**config.mk**
```make
export PLATFORM = sky130hd
export DESIGN_NAME = uart_rx_framer
export DESIGN_NICKNAME = d
export VERILOG_FILES = /design/src/rtl/uart_rx_pkg.sv /design/src/rtl/uart_rx_shifter.sv /design/src/rtl/uart_rx_framer.sv
export SDC_FILE = /design/constraint.sdc
export NUM_CORES = 1
export LEC_CHECK = 0
export ABC_AREA = 1
export CORE_ASPECT_RATIO = 0.8
export CORE_MARGIN = 2
export CORE_UTILIZATION = 30
export CTS_CLUSTER_SIZE = 16
export DETAILED_ROUTE_END_ITERATION = 6
export MAX_ROUTING_LAYER = met4
export PLACE_DENSITY_LB_ADDON = 0.12
export SYNTH_ARGS = -nofsm -noshare
export SYNTH_HDL_FRONTEND = slang
export SYNTH_SLANG_ARGS = --single-unit
```
**constraint.sdc**
```tcl
create_clock -name clk -period 1.4 [get_ports clk]
set_input_delay 0.42 -clock clk [delete_from_list [all_inputs] [get_ports clk]]
set_output_delay 0.42 -clock clk [all_outputs]
set_load 0.05 [all_outputs]
```
**src/rtl/uart_rx_pkg.sv**
```systemverilog
// Shared types and constants for the UART receive framer.
// Optional break detection is enabled by defining UART_RX_BREAK_DET_EN.
package uart_rx_pkg;

    typedef enum logic [2:0] {
        ST_IDLE,
        ST_DATA,
        ST_PARITY,
        ST_STOP1,
        ST_STOP2
    } rx_state_t;

    localparam logic PAR_ODD  = 1'b1;
    localparam logic PAR_EVEN = 1'b0;

    // Legal DATA_WIDTH range.
    localparam int DW_MIN = 5;
    localparam int DW_MAX = 9;

    function automatic logic dw_in_range(input int w);
        return (w >= DW_MIN) && (w <= DW_MAX);
    endfunction

endpackage

```
**src/rtl/uart_rx_shifter.sv**
```systemverilog
// LSB-first data shift register with bit counter for the UART receive framer.
module uart_rx_shifter #(
    parameter int DATA_WIDTH = 8
) (
    input  logic                  clk,
    input  logic                  rst,
    input  logic                  clear_i,
    input  logic                  shift_i,
    input  logic                  bit_i,
    output logic [DATA_WIDTH-1:0] data_o,
    output logic                  last_o
);

    localparam int CW = $clog2(DATA_WIDTH + 1);
    localparam logic [CW-1:0] LAST_IDX = CW'(DATA_WIDTH - 1);

    logic [DATA_WIDTH-1:0] data_q;
    logic [CW-1:0]         cnt_q;

    // Shift new bits in at the MSB so the first received bit ends at bit 0.
    always_ff @(posedge clk) begin
        if (!rst) begin
            data_q <= '0;
            cnt_q  <= '0;
        end else if (clear_i) begin
            data_q <= '0;
            cnt_q  <= '0;
        end else if (shift_i) begin
            data_q <= {bit_i, data_q[DATA_WIDTH-1:1]};
            cnt_q  <= (cnt_q == LAST_IDX) ? '0 : cnt_q + 1'b1;
        end
    end

    assign data_o = data_q;
    assign last_o = (cnt_q == LAST_IDX);

endmodule

```
**src/rtl/uart_rx_framer.sv**
```systemverilog
// UART receive framer: start/data/parity/stop sequencing on mid-bit strobes,
// error checks and a single-entry ready/valid output register.
// Optional break detection is enabled by defining UART_RX_BREAK_DET_EN.
module uart_rx_framer
    import uart_rx_pkg::*;
#(
    parameter int DATA_WIDTH   = 8,
    parameter int PAR_TYPE_DEF = 1
) (
    input  logic                  clk,
    input  logic                  rst,
    input  logic                  bit_valid,
    input  logic                  bit_in,
    input  logic                  par_en,
    input  logic                  par_type_ovr,
    input  logic                  par_type,
    input  logic                  stop2,
    input  logic                  out_ready,
    output logic                  out_valid,
    output logic [DATA_WIDTH-1:0] out_data,
    output logic                  parity_error,
    output logic                  stop_error,
    output logic                  overrun,
    output logic                  busy
`ifdef UART_RX_BREAK_DET_EN
   ,output logic                  break_det
`endif
);

    if (!dw_in_range(DATA_WIDTH)) begin : g_width_check
        $error("uart_rx_framer: DATA_WIDTH must be within 5..9");
    end

    rx_state_t             state_q;
    logic                  par_en_q;
    logic                  par_odd_q;
    logic                  stop2_q;
    logic                  par_err_q;
    logic                  stop_err_q;
    logic                  done_q;
    logic                  out_valid_q;
    logic [DATA_WIDTH-1:0] out_data_q;
    logic                  parity_error_q;
    logic                  stop_error_q;
    logic                  overrun_q;
`ifdef UART_RX_BREAK_DET_EN
    logic                  par_bit_q;
    logic                  brk_wait_q;
    logic                  break_det_q;
`endif

    logic                  par_odd_d;
    logic                  start_c;
    logic                  shift_c;
    logic                  finish_c;
    logic                  brk_c;
    logic                  stop_err_d;
    logic [DATA_WIDTH-1:0] sh_data;
    logic                  sh_last;

    uart_rx_shifter #(
        .DATA_WIDTH(DATA_WIDTH)
    ) u_shifter (
        .clk     (clk),
        .rst     (rst),
        .clear_i (start_c),
        .shift_i (shift_c),
        .bit_i   (bit_in),
        .data_o  (sh_data),
        .last_o  (sh_last)
    );

    // Strobe decode: frame start, data shift, break and frame completion.
    always_comb begin
        par_odd_d  = par_type_ovr ? (par_type != PAR_EVEN) : (PAR_TYPE_DEF != 0);
        start_c    = (state_q == ST_IDLE) && bit_valid && !bit_in && !done_q;
        shift_c    = (state_q == ST_DATA) && bit_valid;
        stop_err_d = stop_err_q | ~bit_in;
        brk_c      = 1'b0;
`ifdef UART_RX_BREAK_DET_EN
        start_c    = start_c && !brk_wait_q;
        brk_c      = bit_valid && (state_q == ST_STOP1) && (sh_data == '0)
                     && !par_bit_q && !bit_in;
`endif
        finish_c   = bit_valid && !brk_c &&
                     (((state_q == ST_STOP1) && !stop2_q) || (state_q == ST_STOP2));
    end

    // Frame FSM together with the output holding register and pulse flags.
    always_ff @(posedge clk) begin
        if (!rst) begin
            state_q        <= ST_IDLE;
            par_en_q       <= 1'b0;
            par_odd_q      <= 1'b0;
            stop2_q        <= 1'b0;
            par_err_q      <= 1'b0;
            stop_err_q     <= 1'b0;
            done_q         <= 1'b0;
            out_valid_q    <= 1'b0;
            out_data_q     <= '0;
            parity_error_q <= 1'b0;
            stop_error_q   <= 1'b0;
            overrun_q      <= 1'b0;
`ifdef UART_RX_BREAK_DET_EN
            par_bit_q      <= 1'b0;
            brk_wait_q     <= 1'b0;
            break_det_q    <= 1'b0;
`endif
        end else begin
            done_q    <= 1'b0;
            overrun_q <= 1'b0;
`ifdef UART_RX_BREAK_DET_EN
            break_det_q <= 1'b0;
`endif
            case (state_q)
                ST_IDLE: begin
`ifdef UART_RX_BREAK_DET_EN
                    if (bit_valid && !done_q && brk_wait_q && bit_in) begin
                        brk_wait_q <= 1'b0;
                    end
`endif
                    if (start_c) begin
                        state_q    <= ST_DATA;
                        par_en_q   <= par_en;
                        par_odd_q  <= par_odd_d;
                        stop2_q    <= stop2;
                        par_err_q  <= 1'b0;
                        stop_err_q <= 1'b0;
`ifdef UART_RX_BREAK_DET_EN
                        par_bit_q  <= 1'b0;
`endif
                    end
                end
                ST_DATA: begin
                    if (bit_valid && sh_last) begin
                        state_q <= par_en_q ? ST_PARITY : ST_STOP1;
                    end
                end
                ST_PARITY: begin
                    if (bit_valid) begin
                        par_err_q <= ((^sh_data) ^ bit_in) != par_odd_q;
`ifdef UART_RX_BREAK_DET_EN
                        par_bit_q <= bit_in;
`endif
                        state_q   <= ST_STOP1;
                    end
                end
                ST_STOP1: begin
                    if (bit_valid) begin
                        stop_err_q <= stop_err_d;
                        if (brk_c) begin
`ifdef UART_RX_BREAK_DET_EN
                            break_det_q <= 1'b1;
                            brk_wait_q  <= 1'b1;
`endif
                            state_q <= ST_IDLE;
                        end else if (stop2_q) begin
                            state_q <= ST_STOP2;
                        end else begin
                            state_q <= ST_IDLE;
                            done_q  <= 1'b1;
                        end
                    end
                end
                ST_STOP2: begin
                    if (bit_valid) begin
                        stop_err_q <= stop_err_d;
                        state_q    <= ST_IDLE;
                        done_q     <= 1'b1;
                    end
                end
                default: state_q <= ST_IDLE;
            endcase

            // A completing frame may load into a register that is being
            // emptied in the same cycle; otherwise it is dropped as overrun.
            if (out_valid_q && out_ready) begin
                out_valid_q <= 1'b0;
            end
            if (finish_c) begin
                if (!out_valid_q || out_ready) begin
                    out_valid_q    <= 1'b1;
                    out_data_q     <= sh_data;
                    parity_error_q <= par_err_q;
                    stop_error_q   <= stop_err_d;
                end else begin
                    overrun_q <= 1'b1;
                end
            end
        end
    end

    assign out_valid    = out_valid_q;
    assign out_data     = out_data_q;
    assign parity_error = parity_error_q;
    assign stop_error   = stop_error_q;
    assign overrun      = overrun_q;
    assign busy         = (state_q != ST_IDLE);
`ifdef UART_RX_BREAK_DET_EN
    assign break_det    = break_det_q;
`endif

endmodule

```
### After elaboration in Yosys (flattened, before gate mapping)

Cells that the tools add are included.
W data, S select, Z words.

* register bits: 33
* input bits: 9
* output and inout port bits: 13
* word-level logic and storage cells: 81

* $add $sub $neg: 1
* equality and inequality tests: 12
* multiplexer cells: 23
* bitwise operators: 4
* reductions and logical operators: 27

Operator list (count)
* $mux W3: 6
* $pmux W3 S5: 1
* $mux W1: 12
* $logic_and A1 B1 Y1: 8
* $ne A2 B2 Y1 const B: 4
* $reduce_xor A8 Y1: 1
* $eq A3 B2 Y1 const B: 2
* $pmux W1 S2: 3
* $reduce_and A2 Y1: 3
* $reduce_and A3 Y1: 2
* $reduce_and A5 Y1: 1
* $add A4 B1 Y4 const B: 1
* $eq A4 B3 Y1 const B: 1
* $logic_not A1 Y1: 4
* $mux W4: 1
* $ne A2 B1 Y1 const B: 2
* $reduce_bool A2 Y1: 2
* $reduce_or A2 Y1: 2
* $eq A3 B1 Y1 const B: 1
* $eq A3 B3 Y1 const B: 1
* $logic_not A3 Y1: 1
* $reduce_bool A3 Y1: 1
* $logic_or A1 B1 Y1: 2
* $not A1 Y1: 2
* other kinds (3): 3

### Longest topological paths before layout

* depth after elaboration: 6
* depth in mapped cells: 11

### Hierarchy

A second synthesis with hierarchy kept.

* cells, all modules: 229
* area total of the unflattened synthesis: 1544.0 sq um

Modules (own cells, without submodules)
* uart_rx_framer: times used 1, cells an instance 165, area an instance 1059.8 sq um, seq. area each 420.4 sq um
* uart_rx_shifter: times used 1, cells an instance 64, area an instance 484.2 sq um, seq. area each 240.2 sq um

### Least setup slack after synthesis

OpenSTA, ideal clock, no wires.

* path kind: register to register
* from: register state_q[2]
* to: register state_q[2]
* arrival time: 1.381 ns
* required time: 1.284 ns
* setup slack: -0.097 ns
* cell stages (with the launch flop): 9
* path buffers: 0
* clock period less this slack: 1.497 ns
* cell sequence: dfxtp_1 > inv_1 > nand3_2 > o21ai_0 > nand2_1 > nand2_1 > inv_1 > nor2_1 > nor2_1

* cells in the longest elaborated chain, start to end: 6

Ends and longest elaborated chain
* start, declared: RTL line uart_rx_framer.sv:34 `rx_state_t state_q;`
* start signal, assigned: RTL line uart_rx_framer.sv:136 `state_q <= par_en_q ? ST_PARITY : ST_STOP1;`
* $logic_not A3 Y1: RTL line uart_rx_framer.sv:76, uart_rx_framer.sv:115
* $logic_and A1 B1 Y1 (3 in a row): RTL line uart_rx_framer.sv:76 `start_c = (state_q == ST_IDLE) && bit_valid && !bit_in && !done_q;`
* $ne A2 B2 Y1 (no source line)
* $reduce_and A5 Y1 (no source line)

Parallel ways exist; a longest one is shown, timed or not.
A chain may end at the register's enable or synchronous reset.

### Worst setup path in the final report

* from: register state_q[1]
* to: output port busy

* cells in the longest elaborated chain, start to end: 1

Ends and longest elaborated chain
* $reduce_bool A3 Y1: RTL line uart_rx_framer.sv:198 `assign busy = (state_q != ST_IDLE);`
* end, declared: RTL line uart_rx_framer.sv:24 `output logic busy`

Every way passes these cells.

==> results.yml <==
outcome:
  status: "finished with violations"
  violations: "negative setup slack"
power_and_ir_drop:
  power_density_mw_per_mm2: 1570
  leakage_uw: 0.000941
  power_uw: 3540
  ir_drop_mv: 0.759
route:
  routedWlPerCell_um: 10.8
  drtAntennaViolNets: 0
  viasPerCell: 4.32
  drt_pass1_iterations: 4
  dr.first_iter.drc_count: 55
  routed_wl_um: 3380
  drc: 0
  via_count: 1357
job:
  maxCapViolCount: 0
global_routing:
  grt_pass1_wl_um: 5750
  grt_pass1_vias: 1276
  gr-usage-all-layers_pct: 13.6
  grt_overflow_total: 0
  grt_max_degree: 13
  antenna_found_initial: 0
final_layout:
  final_cells: 314
  area_growth_pct: 48.6
  nFillCells: 491
  diodes: 0
  layout_commonest_cell: "nand2_1"
  drive_above_1_share_pct: 27.4
  nets: 261
  final_cell_mix: "nand2_1 (42), dfxtp_1 (30), a21oi_1 (23)"
timing:
  finalWorstSetupSlack_ps: -9.28
  setup_viol: 1
  finalClockSkew_ps: 5.15
  slew_violations: 0
  worst_pin_slew_ps: 241
  fmax_ghz: 0.710
  fin_crit_ps: 1410
  fin_crit_sh_pct: 101
  slew_headroom_pct: 83.9
  finalHoldViolCount: 0
  grt_setup_unrepaired: "yes"
  tns_ps: -9.28
synth:
  ys.flop_type: "dfxtp_1"
  yosysWarningCount: 0
  syn_area_per_cell_um2: 7.34
  synth_seq_cells: 33
  synth-xor-area-share_pct: 2.88
  ys_types: 28
  ys_seq_area_share_pct: 43.5
  synth_top_family_by_area: "simple AND/OR/NAND/NOR gates"
  netlist_instances: 207
  synth_compound_area_share_pct: 14.1
  synth_mux_area_share_pct: 0
  synth-edff-count: 0
  synth_nets: 217
  synthSimpleGateAreaFrac_pct: 29.9
  synth_fa_ha_area_share_pct: 0.824
  ys_async_sr_fraction_pct: 0
  synth.cell_area_mm2: 0.00152
clock_network:
  clk_latency_ps: 280
  h-tree-depth: 2
  path_clk_slew_ps: 70
  cts-root-buf: "clkbuf_8"
  cts_hold_buf: 0
  clock-sinks: 33
  numCtsBuffers: 5
  cts.path.max_buffers: 2
  cts_tree: "done"
hold_path:
  whs_endpoint: "par_err_q$_SDFFE_PN0P_"
  min_from: "par_err_q$_SDFFE_PN0P_"
  worst_hold_path_type: "flip-flop to flip-flop"
  whs_path_depth: 2
placed_design:
  gp_congestion: 0.759
  pre_cts_slack_ps: -397
  dp.cells: 305
  hpwl_um: 2540
  port_buffers: 21
critical_path:
  critPathLaunch: "state_q[1]$_SDFFE_PN0P_"
  critPathSlowestCell: "dfxtp_4"
  crit_fanout: 6
  r2r_start: "state_q[2]$_SDFFE_PN0P_"
  cp_data_arrival_time_ps: 990
  rr_endpoint: "out_data[0]$_SDFFE_PN0P_"
  critPathCaptureType: "output pin"
  r2r_setup_slack_ps: 100
  critPathMaxStageDelay_ps: 370
  critPathLaunchType: "flip-flop"
  cp.required_ps: 980
  crit_path_cell_trace: "inv_4 > nand3_4 > buf_12"
  reg2reg_depth: 7
  cp_top_family: "flip-flops"
  cp.buffers_inverters: 2
  path_class: "flip-flop to output pin"
die:
  rows: 23
  die_height_um: 67.6
  initial_core_util_pct: 30.7
  chipWidth_um: 83.6
  die_area_mm2: 0.00565
  io-pin-count: 22
  core_mm2: 0.00495
[routing by layer]
metal / global-route usage [%] / wire length [um] / vias up
li1: - / - / 757
met2: 19.3 / 1340 / 26
met4: 6.65 / 55 / 0
met5: - / 0 / -
met1: 17.9 / 1830 / 570
met3: 3.91 / 154 / 4
[report_power, final]
group | total, uW | internal (uW) | leakage, uW | switching [uW]
registers | 1230 | 1090 | 0.000269 | 146
logic | 1380 | 607 | 0.000613 | 774
clock network | 923 | 580 | 0.0000585 | 343
[worst max path at each step]
stage	to	cells after the start	slack, ps
after CTS	busy	3	-50
after floorplan	state_q[2]$_SDFFE_PN0P_	8	30
after global routing	busy	3	-40
final	busy	3	-9
after detailed placement	out_data[0]$_SDFFE_PN0P_	6	-400
after global placement	parity_error$_SDFFE_PN0P_	6	-380
[registers in the layout, indices dropped and copies added, names as in the netlist, 3 cells and up]
signal,count
out_data,8
u_shifter.data_o,8
u_shifter.cnt_q,4
state_q,3
[logic make-up after synthesis]
family,after synthesis
buf+inv,30
xor+xnor,5
compound gates,42
simple gates,96
flops,33
fa+ha+maj,1
[timing repair]
item | 4_1_cts | 5_1_grt
gates resized for setup | 8 | 21
endpoints found under the setup margin | 17 | 14
buffers inserted | 0 | 1
pin swaps | 0 | 9
[synth_stat cells, types with 3 or more instances]
cell	instances	area share [%]
nand2_1	45	11
dfxtp_1	33	43
a21oi_1	24	7.9
inv_1	20	4.9
nor2_1	19	4.7
nand3_1	16	5.3
o21ai_0	15	4.9
inv_2	4	0.99
nor3_1	3	0.99
xor2_1	3	1.7
[metrics by stage]
| step | utilization, % | cell area, um2 | hold WS, ps |
|---|---|---|---|
| finish | 45.6 | 2260 | 486 |
| global placement | 41.6 | 2060 | 469 |
| floorplan | - | 1530 | 448 |
| detailed placement | 41.6 | 2060 | 470 |
| global route | 45.6 | 2260 | 501 |
| CTS | 44.3 | 2190 | 479 |
[worst register-to-register path, cell delays in order (launching register included)]
cell and delay (ps):
dfxtp_4 370, buf_6 120, nor2_4 100, nand4_1 140
o21ai_4 140, buf_6 160, nand3_1 70, a21oi_1 140
[final cells by class]
type | instances | area [um2] | share of cell area [%]
clock buffer | 7 | 86.3 | 3.82
clock inverter | 1 | 30.0 | 1.33
inverter | 25 | 106 | 4.71
multi-input combinational | 144 | 777 | 34.4
sequential | 33 | 669 | 29.7
tap | 62 | 77.6 | 3.44
timing repair buffer | 42 | 510 | 22.6
No activity file was read; power rests on OpenSTA's default activity.
